<file path="src/rtl/color_classify_pkg.sv">
// Shared widths, window record and channel-slice helpers for the colour window classifier.
package color_classify_pkg;

  localparam int R_W_DEF   = 5;
  localparam int G_W_DEF   = 6;
  localparam int B_W_DEF   = 5;
  localparam int PIX_W_DEF = R_W_DEF + G_W_DEF + B_W_DEF;

  typedef struct packed {
    logic                 en;
    logic [PIX_W_DEF-1:0] lo;
    logic [PIX_W_DEF-1:0] hi;
  } window_t;

  // Index width for n classes; never below 1 so a 2-class build still has a port bit.
  function automatic int cls_width(input int n);
    int w;
    w = 1;
    while ((1 << w) < n) w++;
    return w;
  endfunction

  // Pixels are packed {R,G,B} with R in the most significant bits.
  function automatic int r_lsb(input int g_w, input int b_w);
    return g_w + b_w;
  endfunction

  function automatic int g_lsb(input int b_w);
    return b_w;
  endfunction

  function automatic int b_lsb();
    return 0;
  endfunction

endpackage

</file>
<file path="src/rtl/color_window_match.sv">
// One colour window: stage 1 registers per-channel range compares, stage 2 registers their AND.
module color_window_match
  import color_classify_pkg::*;
#(
  parameter int R_W = R_W_DEF,
  parameter int G_W = G_W_DEF,
  parameter int B_W = B_W_DEF,
  localparam int PIX_W = R_W + G_W + B_W
) (
  input  logic             clk,
  input  logic             rst,
  input  logic [PIX_W-1:0] pixel,
  input  logic [PIX_W-1:0] lo,
  input  logic [PIX_W-1:0] hi,
  input  logic             en,
  input  logic             qual,
  output logic             hit
);

  localparam int RL = r_lsb(G_W, B_W);
  localparam int GL = g_lsb(B_W);
  localparam int BL = b_lsb();

  logic [2:0] ok_d, ok_q;
  logic       hit_d, hit_q;

  // A window with lo > hi on any channel fails its compare and so never matches.
  always_comb begin
    ok_d[2] = (pixel[RL +: R_W] >= lo[RL +: R_W]) && (pixel[RL +: R_W] <= hi[RL +: R_W]);
    ok_d[1] = (pixel[GL +: G_W] >= lo[GL +: G_W]) && (pixel[GL +: G_W] <= hi[GL +: G_W]);
    ok_d[0] = (pixel[BL +: B_W] >= lo[BL +: B_W]) && (pixel[BL +: B_W] <= hi[BL +: B_W]);
    if (!(en && qual)) ok_d = '0;
    hit_d = &ok_q;
  end

  always_ff @(posedge clk) begin
    if (rst) begin
      ok_q  <= '0;
      hit_q <= 1'b0;
    end else begin
      ok_q  <= ok_d;
      hit_q <= hit_d;
    end
  end

  assign hit = hit_q;

endmodule

</file>
<file path="src/rtl/color_window_classifier.sv">
// Classifies each pixel against NUM_CLASSES programmable colour windows and keeps per-frame hit counts.
module color_window_classifier
  import color_classify_pkg::*;
#(
  parameter int NUM_CLASSES = 4,
  parameter int R_W   = R_W_DEF,
  parameter int G_W   = G_W_DEF,
  parameter int B_W   = B_W_DEF,
  parameter int X_W   = 10,
  parameter int Y_W   = 10,
  parameter int CNT_W = 19,
  localparam int PIX_W = R_W + G_W + B_W,
  localparam int CLS_W = cls_width(NUM_CLASSES)
) (
  input  logic                         clk,
  input  logic                         rst,
  input  logic [PIX_W-1:0]             pixel_data,
  input  logic                         pixel_valid,
  input  logic                         frame_valid,
  input  logic [X_W-1:0]               pixel_x,
  input  logic [Y_W-1:0]               pixel_y,
  input  logic                         cfg_we,
  input  logic [CLS_W-1:0]             cfg_class,
  input  logic [PIX_W-1:0]             cfg_lo,
  input  logic [PIX_W-1:0]             cfg_hi,
  input  logic                         cfg_en,
  output logic [NUM_CLASSES-1:0]       class_hit,
  output logic                         hit_any,
  output logic [CLS_W-1:0]             class_id,
  output logic [X_W-1:0]               x,
  output logic [Y_W-1:0]               y,
  output logic                         pixel_valid_out,
  output logic                         frame_valid_out,
  output logic [NUM_CLASSES*CNT_W-1:0] count_out,
  output logic                         stats_valid
);

  typedef struct packed {
    logic             en;
    logic [PIX_W-1:0] lo;
    logic [PIX_W-1:0] hi;
  } win_t;

  win_t [NUM_CLASSES-1:0] shadow_d, shadow_q, active_d, active_q;
  logic                   gap_d, gap_q, qual;
  logic                   pv_s1_d, pv_s1_q, fv_s1_d, fv_s1_q;
  logic [X_W-1:0]         x_s1_d, x_s1_q, x_d, x_q;
  logic [Y_W-1:0]         y_s1_d, y_s1_q, y_d, y_q;
  logic                   pv_out_d, pv_out_q, fv_out_d, fv_out_q;
  logic [NUM_CLASSES-1:0] class_hit_w;
  logic [NUM_CLASSES-1:0][CNT_W-1:0] acc_d, acc_q, count_d, count_q, sum;
  logic                   stats_d, stats_q, frame_end;

  // Shadow takes writes any time; active only follows shadow while no frame is running.
  // gap_q stays low after reset until an inter-frame gap, so a frame cut by reset is never counted.
  always_comb begin
    shadow_d = shadow_q;
    if (cfg_we && (int'(cfg_class) < NUM_CLASSES)) begin
      shadow_d[cfg_class].en = cfg_en;
      shadow_d[cfg_class].lo = cfg_lo;
      shadow_d[cfg_class].hi = cfg_hi;
    end
    active_d = frame_valid ? active_q : shadow_q;
    gap_d    = gap_q | ~frame_valid;
    qual     = pixel_valid & frame_valid & gap_q;
  end

  always_comb begin
    pv_s1_d  = pixel_valid;
    fv_s1_d  = frame_valid & gap_q;
    x_s1_d   = pixel_x;
    y_s1_d   = pixel_y;
    pv_out_d = pv_s1_q;
    fv_out_d = fv_s1_q;
    x_d      = x_s1_q;
    y_d      = y_s1_q;
  end

  for (genvar k = 0; k < NUM_CLASSES; k++) begin : g_cls
    color_window_match #(
      .R_W(R_W),
      .G_W(G_W),
      .B_W(B_W)
    ) u_match (
      .clk  (clk),
      .rst  (rst),
      .pixel(pixel_data),
      .lo   (active_q[k].lo),
      .hi   (active_q[k].hi),
      .en   (active_q[k].en),
      .qual (qual),
      .hit  (class_hit_w[k])
    );
  end

  always_comb begin
    class_id = '0;
    for (int k = NUM_CLASSES - 1; k >= 0; k--) begin
      if (class_hit_w[k]) class_id = CLS_W'(k);
    end
  end

  // The last pixel of a frame is still on the outputs at frame end, so its hit is folded into count_out.
  always_comb begin
    frame_end = !fv_s1_q && fv_out_q;
    sum       = '0;
    for (int k = 0; k < NUM_CLASSES; k++) begin
      sum[k] = (acc_q[k] == '1) ? acc_q[k] : acc_q[k] + CNT_W'(class_hit_w[k]);
    end
    acc_d   = frame_end ? '0 : sum;
    count_d = frame_end ? sum : count_q;
    stats_d = frame_end;
  end

  always_ff @(posedge clk) begin
    if (rst) begin
      shadow_q <= '0;
      active_q <= '0;
      gap_q    <= 1'b0;
      pv_s1_q  <= 1'b0;
      fv_s1_q  <= 1'b0;
      x_s1_q   <= '0;
      y_s1_q   <= '0;
      pv_out_q <= 1'b0;
      fv_out_q <= 1'b0;
      x_q      <= '0;
      y_q      <= '0;
      acc_q    <= '0;
      count_q  <= '0;
      stats_q  <= 1'b0;
    end else begin
      shadow_q <= shadow_d;
      active_q <= active_d;
      gap_q    <= gap_d;
      pv_s1_q  <= pv_s1_d;
      fv_s1_q  <= fv_s1_d;
      x_s1_q   <= x_s1_d;
      y_s1_q   <= y_s1_d;
      pv_out_q <= pv_out_d;
      fv_out_q <= fv_out_d;
      x_q      <= x_d;
      y_q      <= y_d;
      acc_q    <= acc_d;
      count_q  <= count_d;
      stats_q  <= stats_d;
    end
  end

  assign class_hit       = class_hit_w;
  assign hit_any         = |class_hit_w;
  assign x               = x_q;
  assign y               = y_q;
  assign pixel_valid_out = pv_out_q;
  assign frame_valid_out = fv_out_q;
  assign count_out       = count_q;
  assign stats_valid     = stats_q;

endmodule

</file>
<file path="config.mk">
export PLATFORM = sky130hd
export DESIGN_NAME = color_window_classifier
export DESIGN_NICKNAME = d
export VERILOG_FILES = /design/src/rtl/color_classify_pkg.sv /design/src/rtl/color_window_match.sv /design/src/rtl/color_window_classifier.sv
export SDC_FILE = /design/constraint.sdc
export NUM_CORES = 1
export LEC_CHECK = 0
export CAP_MARGIN = 20
export CORE_MARGIN = 8
export CORE_UTILIZATION = 50
export CTS_BUF_LIST = sky130_fd_sc_hd__clkbuf_8
export DETAILED_ROUTE_END_ITERATION = 8
export GPL_ROUTABILITY_DRIVEN = 0
export PLACE_DENSITY = 0.76
export SKIP_LAST_GASP = 1
export SLEW_MARGIN = 25
export SYNTH_ARGS = -nofsm -noshare
export SYNTH_HDL_FRONTEND = slang
export SYNTH_SLANG_ARGS = --single-unit
</file>
<file path="constraint.sdc">
create_clock -name clk -period 2.41 [get_ports clk]
set_input_delay 0.3615 -clock clk [delete_from_list [all_inputs] [get_ports clk]]
set_output_delay 0.3615 -clock clk [all_outputs]
set_load 0.01 [all_outputs]
</file>
======== After elaboration in Yosys (flattened, before gate mapping) ========
Index checks and enable logic that the tools add are counted.
W data, S select, Z words.
operators by class
  add/subtract/negate cells ............... 4
  bitwise logic cells ..................... 9
  order comparisons ....................... 26
  eq/ne operators ......................... 4
  reduce and logical (&&, ||, !) cells .... 29
  muxes and demuxes ....................... 17
operator list
  kind                    count
  $bwmux W132             3
  $demux W33 S2           3
  $add A19 B1 Y19         4
  $eq A19 B19 Y1 const B  4
  $mux W19                4
  $ge A5 B5 Y1            8
  $le A5 B5 Y1            8
  $mux W33                1
  $mux W32                1
  $ge A6 B6 Y1            4
  $le A6 B6 Y1            4
  $logic_and A1 B1 Y1     18
  $mux W16                1
  $reduce_and A3 Y1       4
  $reduce_or A2 Y1        5
  $mux W2                 4
  $not A1 Y1              5
  $reduce_or A4 Y1        1
  $and A1 B1 Y1           3
  $lt A2 B3 Y1 const B    1
  $ge A2 B1 Y1 const B    1
  $logic_not A1 Y1        1
  $or A1 B1 Y1            1
word-level totals
  register bits after elaboration ......... 478
  word-level logic and storage cells ...... 139

======== Logic depth before layout (Yosys ltp) ========
Gate-level depths: netlist of the first run.
  word-level depth ........................ 7
  mapped depth ............................ 7

======== Cells and area by module ========
From an unflattened synthesis of the first run, not the netlist that was laid out.
unflattened totals
  cell total of the unflattened synthesis .. 2254
  area, all modules ....................... 20263.2 um2
modules (own cells, without submodules)
  module                   cells each  area each (um2)  times used
  color_window_classifier  1834        16664.7          1
  color_window_match       105         899.6            4

======== Least setup slack after synthesis of the first run ========
OpenSTA, ideal clock, no wires.
  kind .................................... flip-flop to flip-flop
  start ................................... reg g_cls[3].u_match.hit_q
  end ..................................... reg count_q, in the netlist count_out[75]
  buffers on the path ..................... 0
  cell stages (with the launch flop) ...... 8
  arrival time ............................ 1.660 ns
  setup time .............................. 0.129 ns
  data required time ...................... 2.281 ns
  clock period less this slack ............ 1.789 ns
  slack ................................... 0.621 ns
  path through ............................ dfxtp_1 ha_1 ha_1 nand3_1 nor4_1 and4_1 a21o_1 o21ai_0
between the ends
  word-level cells in the longest chain between the ends .. 2
RTL lines
  what                    line                            text
  start, declared         color_window_match.sv:25        logic hit_d, hit_q;
  start signal, assigned  color_window_match.sv:42        hit_q <= hit_d;
  $add A19 B1 Y19         color_window_classifier.sv:108  sum[k] = (acc_q[k] == '1) ? acc_q[k] : acc_q[k] + CNT_W'(class_hit_w[k]);
  $mux W19                color_window_classifier.sv:108
  end signal, assigned    color_window_classifier.sv:144  count_q <= count_d;
  end, declared           color_window_classifier.sv:51   logic [NUM_CLASSES-1:0][CNT_W-1:0] acc_d, acc_q, count_d, count_q, sum;
No other way between the ends.
A chain may end at the register's enable or synchronous reset.

======== Worst setup path in the final report of the first run ========
  start ................................... reg g_cls[1].u_match.hit_q
  end ..................................... out class_id[0]
between the ends
  word-level cells in the longest chain between the ends .. 2
RTL lines
  what                    line                           text
  start, declared         color_window_match.sv:25
  start signal, assigned  color_window_match.sv:42
  $mux W2 (2 in series)   color_window_classifier.sv:99  if (class_hit_w[k]) class_id = CLS_W'(k);
  end, declared           color_window_classifier.sv:29  output logic [CLS_W-1:0] class_id,
No other way between the ends.

==> results.md, run 1 <==
Yosys:
- The share of the Yosys chip area taken by registers is 0.480.
- The synthesized net count is 2448.
- Counting every instance in the synthesized netlist gives 2236.
- The synthesized area per cell is 8.91 µm².
- The synthesized netlist occupies a cell area of 0.0199 mm².
- Counting distinct cell types in the post-synthesis netlist gives 60.
- The flop and latch count out of synthesis is 478.
- The most instantiated flip-flop cell in the synthesis netlist is sky130_fd_sc_hd__dfxtp_1.
- The share of synthesized registers carrying an async set or reset is 0.
- The count of synthesis-stage warnings from yosys is 0.
- The number of flops mapped to enable cells by yosys is 0.

Critical path:
- Traced cell by cell, the critical path runs through a21oi_1 > nor2_1 > clkdlybuf4s50_1.
- The depth of the worst register-to-register path is 7.
- The slowest library cell on the worst path is sky130_fd_sc_hd__clkdlybuf4s50_1.
- For this run, the slowest stage of the critical path takes 0.55 ns.
- The worst register-to-register path ends at count_out[35].
- The highest net fanout along the worst path is 5.
- At the worst endpoint, the required time is 2.05 ns.
- The data arrival time of the worst path is 1.87 ns.
- The endpoint type of the worst setup path is an output pin.
- The startpoint identified for the worst register-to-register timing path is g_cls[1].u_match.hit.
- The setup slack of the worst register-to-register path is 0.20 ns.
- The worst setup path is of the reg -> out kind.
- The category of the worst setup path launch point is a flip-flop.

Drt:
- For this block, the initial DRC count from the detailed router was 1057.
- For this run, design rule violations remaining after detail routing come to 0.
- Using the TritonRoute via totals, the vias-per-cell ratio works out to 5.34.
- The routed length per placed instance is 17.0 µm.
- The post-detailed-route count of antenna-violating nets is 0.
- The routed via count is 16000.
- Summed over all layers, the routed wires come to 51.0 mm.
- The pre-antenna-repair detailed-routing pass consisted of 5 iterations.

STA:
- The worst hold margin is 0.189 ns.
- Setup repair after global routing left no endpoint under its margin.
- The count of endpoints failing setup in the final report is 0.
- The slew of the pin with the lowest slew margin is 0.948 ns.
- Clock skew on the completed layout was measured at 0.0294 ns.
- The final hold violation count is 0.
- The count of pins over their slew limit came to 0.
- The maximum achievable frequency is 448 MHz.
- The time the final worst path needs with I/O delays and setup is 2.23 ns.
- Headroom to the max-slew limit came out at 0.368.
- Of the available clock period, the critical path in the final layout requires 0.926.

Power and ir drop:
- The cell area power density is 693 mW/mm².
- The net switching power figure is 4.02 mW.
- The switching power share of the total is 0.241.
- The fraction of power consumed by the clock network is 0.449.
- The cell-internal power is 12.6 mW.
- The part of the total power dissipated in sequential elements is 0.487.
- Across the VDD grid, the largest voltage drop is 0.513 mV.
- For this design the static power due to leakage is 9.40 nW.
- The combinational power share is 0.065.

Global routing:
- The via count of the first global-routing pass is 16000.
- The global-route wire length before repair is 82.1 mm.
- Entering global routing, the biggest net connects 213 pins.
- The total overflow left after global routing is 0.
- In the global route stage, overall resource usage came out at 0.213.
- The initial antenna violation count came to 4.

Clocking:
- The buffer type at the clock tree root is sky130_fd_sc_hd__clkbuf_8.
- The number of clock buffers inserted by TritonCTS is 79.
- The depth of the CTS H-tree is 3.
- The clock passes through at most 3 buffers.
- TritonCTS built the clock tree.
- At the later pin of the worst-skew pair, clock insertion delay measures 0.64 ns.
- The number of post-CTS setup repair buffers is 0.
- The tree built by TritonCTS fans out to 478 sinks.
- Clock-pin slew was measured on the worst setup and hold paths at 0.06 ns.

Placed design:
- The total of buffers placed on input and output ports is 181.
- Detailed placement finished with a half-perimeter wire length of 34.3 mm.
- The placed cell area is 0.0223 mm².

Min path:
- The worst hold path passes through 3 cells.
- The startpoint of the tightest hold check path is frame_valid.
- The kind of path behind the tightest hold check is in -> reg.
- The worst hold path terminates at active_q[65].

Finish:
- The final cell utilization of the core is 0.608.
- The area growth from synthesis to layout is 20.8%.
- The top cell types in the final layout, fill and taps aside, are 477 x sky130_fd_sc_hd__dfxtp_1, 371 x sky130_fd_sc_hd__nand2_1, 225 x sky130_fd_sc_hd__nor2_1.
- The fraction of layout instances using a drive strength above 1 is 0.0751.
- The most common library cell in the layout ignoring fill and taps is sky130_fd_sc_hd__dfxtp_1.
- The final layout contains 2624 nets.
- The post-route standard cell area excluding fillers is 0.0241 mm².
- The count of filler cells inserted in the layout is 3339.

Floorplan:
- The initial core utilization is 0.504.
- The vertical extent of the die is 216 µm.
- The overall die area is 0.0465 mm².
- The top-level I/O count is 182.
- The floorplan has 73 rows.
- Measured along the x axis, the die boundary spans 216 µm.
- After floorplanning, the core was sized to cover 0.0395 mm².

Status:
- The flow ran to the end, and the final reports show no timing, DRC or antenna violations.

Run:
- The tool flagged a number of max-cap violations equal to 0.
## stage by stage
step | cells | TNS (ns) | worst slack (ns) | power [mW]
2_1_floorplan | 2236 | 0 | 0.621 | 8.89
3_3_place_gp | 2855 | 0 | 0.177 | 9.30
3_5_place_dp | 2855 | -0.103 | -0.103 | 9.35
4_1_cts | 3001 | 0 | 0.102 | 16.8
5_1_grt | 3003 | 0 | 0.0154 | 17.3
6_report | 3003 | 0 | 0.177 | 16.7
## registers in the layout, summed over array words and instances (netlist names), 4 cells and up
signal,cells
active_q,132
shadow_q,132
acc_q,76
count_out,76
g_cls.u_match.ok_q,12
x,10
x_d,10
y,10
y_d,10
g_cls.u_match.hit,4
## worst max path at each step
stage / startpoint / slack, ns / to / cells past startpoint
final: g_cls[1].u_match.hit / 0.18 / class_id[0] / 3
after global routing: g_cls[1].u_match.hit / 0.02 / count_out[35] / 7
after CTS: g_cls[1].u_match.hit / 0.10 / class_id[0] / 3
after detailed placement: pixel_data[6] / -0.10 / g_cls[2].u_match.ok_q[1] / 7
after global placement: pixel_data[6] / 0.18 / g_cls[3].u_match.ok_q[1] / 7
after floorplan: g_cls[3].u_match.hit / 0.62 / count_out[75] / 7
## power by group through the flow
stage | combinational, mW | sequential (mW) | clock [mW]
finish | 1.08 | 8.11 | 7.48
global route | 1.19 | 8.12 | 8.01
CTS | 1.07 | 8.11 | 7.65
detailed placement | 1.07 | 8.28 | 0
global placement | 1.03 | 8.27 | 0
floorplan | 0.616 | 8.27 | 0
## routing by layer
layer  vias up  GRT usage  wire length, µm
met3       127     0.0485             3050
met1      7537      0.257            22000
li1       7922          -                -
met2       452      0.359            24200
met5         -          0                0
met4         0     0.0949             1680
## final cells by class
cell class                 instances  area, µm²  area share
multi-input combinational       1509       9410       0.391
timing repair buffer             211       2220      0.0923
antenna                            2       5.00    0.000208
clock inverter                    47        349      0.0145
inverter                         133        499      0.0207
tap                              525        657      0.0273
clock buffer                      98       1350      0.0561
sequential                       478       9570       0.398
## synthesized netlist by cell type (3+ instances only)
| library cell | n | area share |
|---|---|---|
| sky130_fd_sc_hd__inv_1 | 133 | 0.025 |
| sky130_fd_sc_hd__nand4_1 | 37 | 0.012 |
| sky130_fd_sc_hd__clkbuf_1 | 100 | 0.019 |
| sky130_fd_sc_hd__a31oi_1 | 10 | 0.0031 |
| sky130_fd_sc_hd__buf_2 | 3 | 0.00075 |
| sky130_fd_sc_hd__a21o_1 | 8 | 0.0030 |
| sky130_fd_sc_hd__a2111oi_2 | 4 | 0.0030 |
| sky130_fd_sc_hd__nor2_1 | 226 | 0.043 |
| sky130_fd_sc_hd__o211ai_1 | 9 | 0.0034 |
| sky130_fd_sc_hd__o211a_1 | 4 | 0.0020 |
| sky130_fd_sc_hd__o21a_1 | 4 | 0.0015 |
| sky130_fd_sc_hd__a21boi_0 | 9 | 0.0034 |
| sky130_fd_sc_hd__a21oi_1 | 174 | 0.044 |
| sky130_fd_sc_hd__nor4_1 | 11 | 0.0035 |
| sky130_fd_sc_hd__and3_1 | 14 | 0.0044 |
| sky130_fd_sc_hd__a211oi_1 | 15 | 0.0057 |
| sky130_fd_sc_hd__nand2_1 | 371 | 0.070 |
| sky130_fd_sc_hd__o31ai_1 | 9 | 0.0034 |
| sky130_fd_sc_hd__nand2b_1 | 19 | 0.0060 |
| sky130_fd_sc_hd__o21ai_1 | 11 | 0.0028 |
| sky130_fd_sc_hd__nand3_1 | 22 | 0.0055 |
| sky130_fd_sc_hd__o221a_2 | 8 | 0.0045 |
| sky130_fd_sc_hd__or2_2 | 4 | 0.0013 |
| sky130_fd_sc_hd__dfxtp_1 | 478 | 0.48 |
| sky130_fd_sc_hd__and4b_1 | 4 | 0.0020 |
| sky130_fd_sc_hd__nor2b_1 | 55 | 0.017 |
| sky130_fd_sc_hd__mux2i_1 | 140 | 0.070 |
| sky130_fd_sc_hd__ha_1 | 136 | 0.085 |
| sky130_fd_sc_hd__buf_1 | 7 | 0.0013 |
| sky130_fd_sc_hd__o22ai_1 | 4 | 0.0013 |
| sky130_fd_sc_hd__o21ai_0 | 81 | 0.020 |
| sky130_fd_sc_hd__nand4_2 | 3 | 0.0019 |
| sky130_fd_sc_hd__nor3_1 | 21 | 0.0053 |
| sky130_fd_sc_hd__a2111oi_0 | 7 | 0.0031 |
| sky130_fd_sc_hd__o2111ai_1 | 3 | 0.0013 |
| sky130_fd_sc_hd__xnor2_1 | 32 | 0.014 |
| sky130_fd_sc_hd__buf_4 | 4 | 0.0015 |
| sky130_fd_sc_hd__and4_1 | 9 | 0.0040 |
| sky130_fd_sc_hd__xor2_1 | 13 | 0.0057 |
| sky130_fd_sc_hd__and2_1 | 5 | 0.0016 |
## kinds of logic (layout without fill, tap and decap cells)
logic type	after synthesis	count (layout)	share of synthesized area
mux	140	140	0.0703
simple gates	819	819	0.185
buf+inv	249	489	0.0486
compound gates	369	369	0.110
fa+ha+maj	136	136	0.0854
other cells	0	2	0
flops	478	478	0.480
xor+xnor	45	45	0.0198
## worst max-delay path: cells and delay by family, from the launching register on
family,cells,cell delay (ns)
flip-flops,1,0.48
buffers and inverters,1,0.55
AND/OR/NAND/NOR,1,0.11
AO/OA/AOI/OAI,1,0.09
## timing repair
| action | in CTS | in global routing |
|---|---|---|
| hold buffers | 1 | 0 |
| endpoints found under the hold margin | 2 | 0 |
| endpoints found under the setup margin | 1 | 2 |
| gates resized for setup | 1 | 1 |
Note: power is estimated with default switching activity, not from simulation.
==> run 2: changes to the inputs <==
CORE_MARGIN = unset   (was 8)
CTS_BUF_LIST = sky130_fd_sc_hd__clkbuf_8 sky130_fd_sc_hd__clkbuf_16   (was sky130_fd_sc_hd__clkbuf_8)
clock period = 2.5 ns   (was 2.41 ns; I/O delays follow)
==> results.md, run 2 (synthesized netlist as in run 1, its figures left out) <==
Status:
- The run finished with clean final reports.

Drt:
- The routed via count is 15900 (-0.69%).
- The post-detailed-route DRC marker count is 0 (unchanged).
- The iteration-0 DRC count of the detailed router was 958 (-9.4%).
- The post-detailed-route count of antenna-violating nets was 0 (unchanged).
- The routed length per placed instance came to 16.7 µm (-1.6%).
- The routed wire length is 49.1 mm (-3.8%).
- The via density per instance is 5.42 (+1.5%).
- The number of optimization iterations in the first detailed-route pass is 8 (+3).

Clocking:
- The post-cts repair resize count is 0 (-1).
- The TritonCTS clock tree is done.
- The number of clock buffers inserted by TritonCTS is 48 (-39%).
- The clock transition time at the flip-flop clock pins of the worst setup and hold paths came to 0.06 ns (about the same).
- In this run the clock root is driven by a sky130_fd_sc_hd__clkbuf_16.
- The number of buffers inserted for hold repair after clock tree synthesis came to 0 (-1).
- The insertion delay to the later sink of the worst-skew pair came to 0.60 ns (-0.04 ns).
- The clock sink total is 478 (unchanged).
- The depth of the CTS H-tree is 2 (-1).
- The maximum number of buffers from clock root to sink is 3 (unchanged).
- The number of post-CTS setup repair buffers is 0 (unchanged).

Placed design:
- The placed cell area is 0.0223 mm² (-0.27%).
- The detailed placement HPWL was 33.3 mm (-2.9%).
- The total of buffers placed on input and output ports is 181 (unchanged).

Finish:
- The area growth from synthesis to layout is 20.1%.
- The largest registers in the layout are active_q: 132 flops, shadow_q: 132 flops.
- The count of filler cells inserted in the layout came to 3248 (-2.7%).
- The fraction of layout instances using a drive strength above 1 is 0.0604 (-0.0147).
- The final net count came to 2592 (-1.2%).
- The library cell used most frequently in the layout, excluding fill and tap cells, is sky130_fd_sc_hd__dfxtp_1.
- In the layout the commonest cells are 478 x sky130_fd_sc_hd__dfxtp_1, 371 x sky130_fd_sc_hd__nand2_1, 225 x sky130_fd_sc_hd__nor2_1.
- The post-route standard cell area excluding fillers came to 0.0239 mm² (-0.56%).

Global routing:
- The global-route wire length before repair is 79.3 mm (-3.5%).
- The remaining global-route overflow is 0 (unchanged).
- The largest net degree at the start of global routing is 183 (-14%).
- The initial antenna violation count was 6 (+2).
- The overall routing resource usage is 0.240 (+0.0267).
- The via count of the first global-routing pass is 15500 (-3.0%).

Critical path:
- The data required time at the worst endpoint was 2.12 ns (+0.07 ns).
- The highest net fanout along the worst path was 4 (-1).
- The data arrival time of the worst path came to 1.92 ns (+0.05 ns).
- The endpoint type of the worst setup path is an output pin.
- The setup slack of the worst register-to-register path is 0.30 ns (+0.10 ns).
- The category of the most critical setup path is reg -> out.
- The signal on the critical path passes through nor2_1 > nor3_1 > clkdlybuf4s50_1.
- The category of the worst setup path launch point is a flip-flop.
- The stage delay of the slowest cell on the critical path came to 0.57 ns (+0.02 ns).
- Among all stages on the critical path, the largest delay is contributed by sky130_fd_sc_hd__clkdlybuf4s50_1.

STA:
- The total negative slack for setup checks is 0 ns (unchanged).
- For this run, the top clock speed supported by timing is 437 MHz.
- The count of endpoints failing setup in the final report was 0 (unchanged).
- The worst clock skew is 0.0248 ns (-0.00461 ns).
- Setup repair after global routing left no endpoint under its margin.
- The slew of the pin with the lowest slew margin is 0.873 ns (-0.0755 ns).
- The final hold violation count is 0 (unchanged).
- The final critical-path share of the clock period is 0.916.
- The headroom to the max-slew limit came to 0.418 (+0.0504).
- The time the final worst path needs with I/O delays and setup is 2.29 ns.
- The count of pins over their slew limit is 0 (unchanged).

Floorplan:
- The top-level I/O count came to 182 (unchanged).
- The vertical extent of the die is 202 µm (-6.5%).
- The standard-cell row count is 72 (-1.4%).
- The initial core utilization is 0.511 (+0.00700).
- The core outline area is 0.0390 mm² (-1.4%).
- The overall die area came to 0.0406 mm² (-13%).
- The width of the die was 202 µm (-6.5%).

Power and ir drop:
- The worst-case vdd ir drop was 0.516 mV (+0.56%).
- The overall power after layout is 16.2 mW (-2.8%).
- The static leakage is 9.25 nW (-1.6%).
- The cell area power density was 677 mW/mm² (-2.3%).

Min path:
- The kind of path behind the tightest hold check is in -> reg.

Run:
- The number of maximum-capacitance constraint violations is 0 (unchanged).
run 2: cell count changes in the layout (fill, tap and decap cells not counted), moves of 2 or more:
cell / previous run / this run
sky130_fd_sc_hd__buf_12: 14 / 10
sky130_fd_sc_hd__buf_4: 15 / 19
sky130_fd_sc_hd__clkbuf_16: 0 / 49
sky130_fd_sc_hd__clkbuf_8: 98 / 14
sky130_fd_sc_hd__clkinv_8: 3 / 0
sky130_fd_sc_hd__inv_1: 160 / 141
sky130_fd_sc_hd__inv_16: 0 / 2
sky130_fd_sc_hd__inv_6: 3 / 1
run 2: through the flow:
stage	worst slack (ns)	cells	hold WS (ns)	utilization
after floorplan	0.711	2236	0.414	-
after global placement	0.197	2848	0.418	0.571
after detailed placement	0.0297	2848	0.423	0.571
after CTS	0.161	2936	0.212	0.613
after global routing	0.0943	2937	0.255	0.613
final	0.210	2938	0.226	0.613
run 2: path summary, 6_finish.rpt:
kind	from	end	depth (start not counted)
setup / recovery	g_cls[2].u_match.hit	class_id[1]	3
hold / removal	rst	active_q[64]	2
setup reg to reg	g_cls[3].u_match.hit	count_out[75]	7
hold reg to reg	x_d[8]	x[8]	1
run 2: cell type report:
type,count,area (µm²),share of cell area
Antenna cell,2,5.00,0.000209
Inverter,133,499,0.0209
Tap cell,518,648,0.0271
Clock inverter,26,235,0.00983
Clock buffer,62,1410,0.0587
Timing Repair Buffer,210,2160,0.0903
Multi-Input combinational cell,1509,9410,0.393
Sequential cell,478,9570,0.400
run 2: per-layer routing:
layer	up-vias	GRT usage	part of all wire	wire [µm]
li1	7818	-	-	-
met1	7544	0.300	0.43	20900
met2	444	0.411	0.48	23700
met3	114	0.0403	0.062	3020
met4	8	0.0933	0.029	1430
met5	-	0	0.0011	53
run 2: critical path, delay by kind of cell, from the launching register on:
kind | cells | cell delay [ns]
DFF | 1 | 0.48
and+or+nand+nor | 2 | 0.28
buffers and inverters | 1 | 0.57
run 2: report_power, final:
| group | internal, mW | total [mW] | switching (mW) |
|---|---|---|---|
| clock | 4.29 | 7.35 | 3.06 |
| combinational | 0.432 | 1.03 | 0.597 |
| sequential | 7.75 | 7.82 | 0.0620 |
==> run 3: changes to the inputs <==
CORE_UTILIZATION = 41   (was 50)
PLACE_DENSITY = 0.65   (was 0.76)
==> results.md, run 3 (synthesized netlist as in run 1, its figures left out) <==
Finish:
- The largest registers in the layout are active_q: 132 flops, shadow_q: 132 flops.
- The fraction of layout instances using a drive strength above 1 came to 0.0639 (+0.00354).
- The library cell used most frequently in the layout, excluding fill and tap cells, is sky130_fd_sc_hd__dfxtp_1.
- The library cells used most frequently in the layout, excluding fill and tap cells, are 478 x sky130_fd_sc_hd__dfxtp_1, 371 x sky130_fd_sc_hd__nand2_1, 225 x sky130_fd_sc_hd__nor2_1.
- The area growth from synthesis to layout is 22.1%.
- The final net count is 2595 (+0.12%).
- The final cell count without fillers is 3042 (+3.5%).

Min path:
- The kind of path behind the tightest hold check is in -> reg.

STA:
- The final critical-path share of the clock period is 0.921 (+0.00541).
- The total negative slack for setup checks came to 0 ns (unchanged).
- The worst clock skew is 0.0287 ns (+0.00386 ns).
- The time the final worst path needs with I/O delays and setup is 2.30 ns (+0.0135 ns).
- The final hold violation count is 0 (unchanged).
- Setup repair after global routing left no endpoint under its margin.
- The count of pins over their slew limit was 0 (unchanged).
- The slew of the pin with the lowest slew margin is 0.763 ns (-0.110 ns).
- The maximum achievable frequency is 434 MHz (-0.59%).
- The headroom to the max-slew limit is 0.478 (+0.0600).
- The count of endpoints failing setup in the final report is 0 (unchanged).

Drt:
- The number of optimization iterations in the first detailed-route pass is 5 (-3).
- The via density per instance is 5.15 (-5.0%).
- The post-detailed-route count of antenna-violating nets came to 0 (unchanged).
- The iteration-0 DRC count of the detailed router came to 911 (-4.9%).
- The routed wire length is 50.5 mm (+3.0%).
- The routed via count is 15700 (-1.7%).
- The routed length per placed instance is 16.6 µm (-0.51%).
- The post-detailed-route DRC marker count came to 0 (unchanged).

Status:
- The flow ran to the end, and the final reports show no timing, DRC or antenna violations.

Floorplan:
- The standard-cell row count is 80 (+11%).
- The initial core utilization is 0.416 (-0.0943).
- The top-level I/O count came to 182 (unchanged).
- The overall die area was 0.0495 mm² (+22%).
- The vertical extent of the die came to 222 µm (+10%).
- The width of the die was 222 µm (+10%).
- The core outline area is 0.0478 mm² (+23%).

Power and ir drop:
- The cell area power density is 709 mW/mm² (+4.7%).
- The worst-case vdd ir drop was 0.523 mV (+1.4%).
- The overall power after layout is 17.2 mW (+6.5%).
- The static leakage is 9.35 nW (+1.2%).

Global routing:
- The overall routing resource usage is 0.205 (-0.0349).
- The largest net degree at the start of global routing is 90 (-51%).
- The via count of the first global-routing pass is 15400 (-0.75%).
- The remaining global-route overflow is 0 (unchanged).
- The global-route wire length before repair came to 81.4 mm (+2.6%).
- The initial antenna violation count is 5 (-1).

Clocking:
- The maximum number of buffers from clock root to sink is 3 (unchanged).
- The number of buffers inserted for hold repair after clock tree synthesis was 0 (unchanged).
- The clock sink total is 478 (unchanged).
- The insertion delay to the later sink of the worst-skew pair came to 0.60 ns (about the same).
- The depth of the CTS H-tree came to 2 (unchanged).
- The post-cts repair resize count is 0 (unchanged).
- The clock transition time at the flip-flop clock pins of the worst setup and hold paths came to 0.07 ns (about the same).
- The number of clock buffers inserted by TritonCTS is 51 (+6.3%).
- The number of post-CTS setup repair buffers is 0 (unchanged).
- TritonCTS built the clock tree.
- The buffer type at the clock tree root is sky130_fd_sc_hd__clkbuf_16.

Critical path:
- The data required time at the worst endpoint is 2.12 ns (about the same).
- The category of the worst setup path launch point is a flip-flop.
- The highest net fanout along the worst path is 4 (unchanged).
- The category of the most critical setup path is reg -> out.
- The data arrival time of the worst path is 1.93 ns (about the same).
- The endpoint type of the worst setup path is an output pin.

Placed design:
- The total placed cells including tap cells was 2945 (+3.4%).
- The total of buffers placed on input and output ports was 181 (unchanged).
- The detailed placement HPWL was 34.3 mm (+2.9%).

Run:
- The number of maximum-capacitance constraint violations was 0 (unchanged).
run 3: cell types whose count changed in the layout (fill, tap and decap cells not counted), sizes merged:
cell	delta
bufinv	+8
clkbuf	-2
clkinvlp	+2
buf	+1
clkinv	-1
inv	-1
run 3: area by class of cell:
cell class | instances | area (µm²)
fillers | 4358 | 23500
flip-flops and latches | 478 | 9570
multi-input cells | 1509 | 9410
repair buffers | 210 | 2170
clock buffers | 61 | 1430
well taps | 615 | 769
inverters | 133 | 499
clock inverters | 34 | 483
diodes | 2 | 5.00
run 3: layer usage:
metal / global-route usage / vias to the layer above / part of all wire
li1: - / 7821 / -
met1: 0.256 / 7420 / 0.44
met3: 0.0403 / 76 / 0.050
met2: 0.358 / 342 / 0.48
met4: 0.0549 / 2 / 0.022
met5: 0 / - / 0.00026
run 3: worst max-delay path, cell delays in order, from the launching register on:
cell and delay (ns):
sky130_fd_sc_hd__dfxtp_1 0.50, sky130_fd_sc_hd__nor2_1 0.13, sky130_fd_sc_hd__nor3_1 0.14, sky130_fd_sc_hd__clkdlybuf4s50_1 0.56
run 3: worst paths after layout:
kind	end	from	slack (ns)	depth (start not counted)
setup reg to reg	count_out[33]	g_cls[1].u_match.hit	0.25	7
setup / recovery	class_id[1]	g_cls[2].u_match.hit	0.20	3
hold / removal	fv_out_d	frame_valid	0.21	3
hold reg to reg	y[0]	y_d[0]	0.43	1
run 3: through the flow:
step	hold slack (ns)	cell area, µm²	setup slack, ns	util
floorplan	0.414	19900	0.711	-
global placement	0.418	22400	0.185	0.469
finish	0.207	24300	0.196	0.509
detailed placement	0.424	22400	0.132	0.469
CTS	0.182	24300	0.158	0.508
global route	0.200	24300	0.101	0.508
run 3: where the power goes:
part / switching (mW) / internal [mW] / leakage (nW)
clock: 3.18 / 5.21 / 0.954
sequential: 0.0611 / 7.75 / 3.87
combinational: 0.600 / 0.432 / 4.53
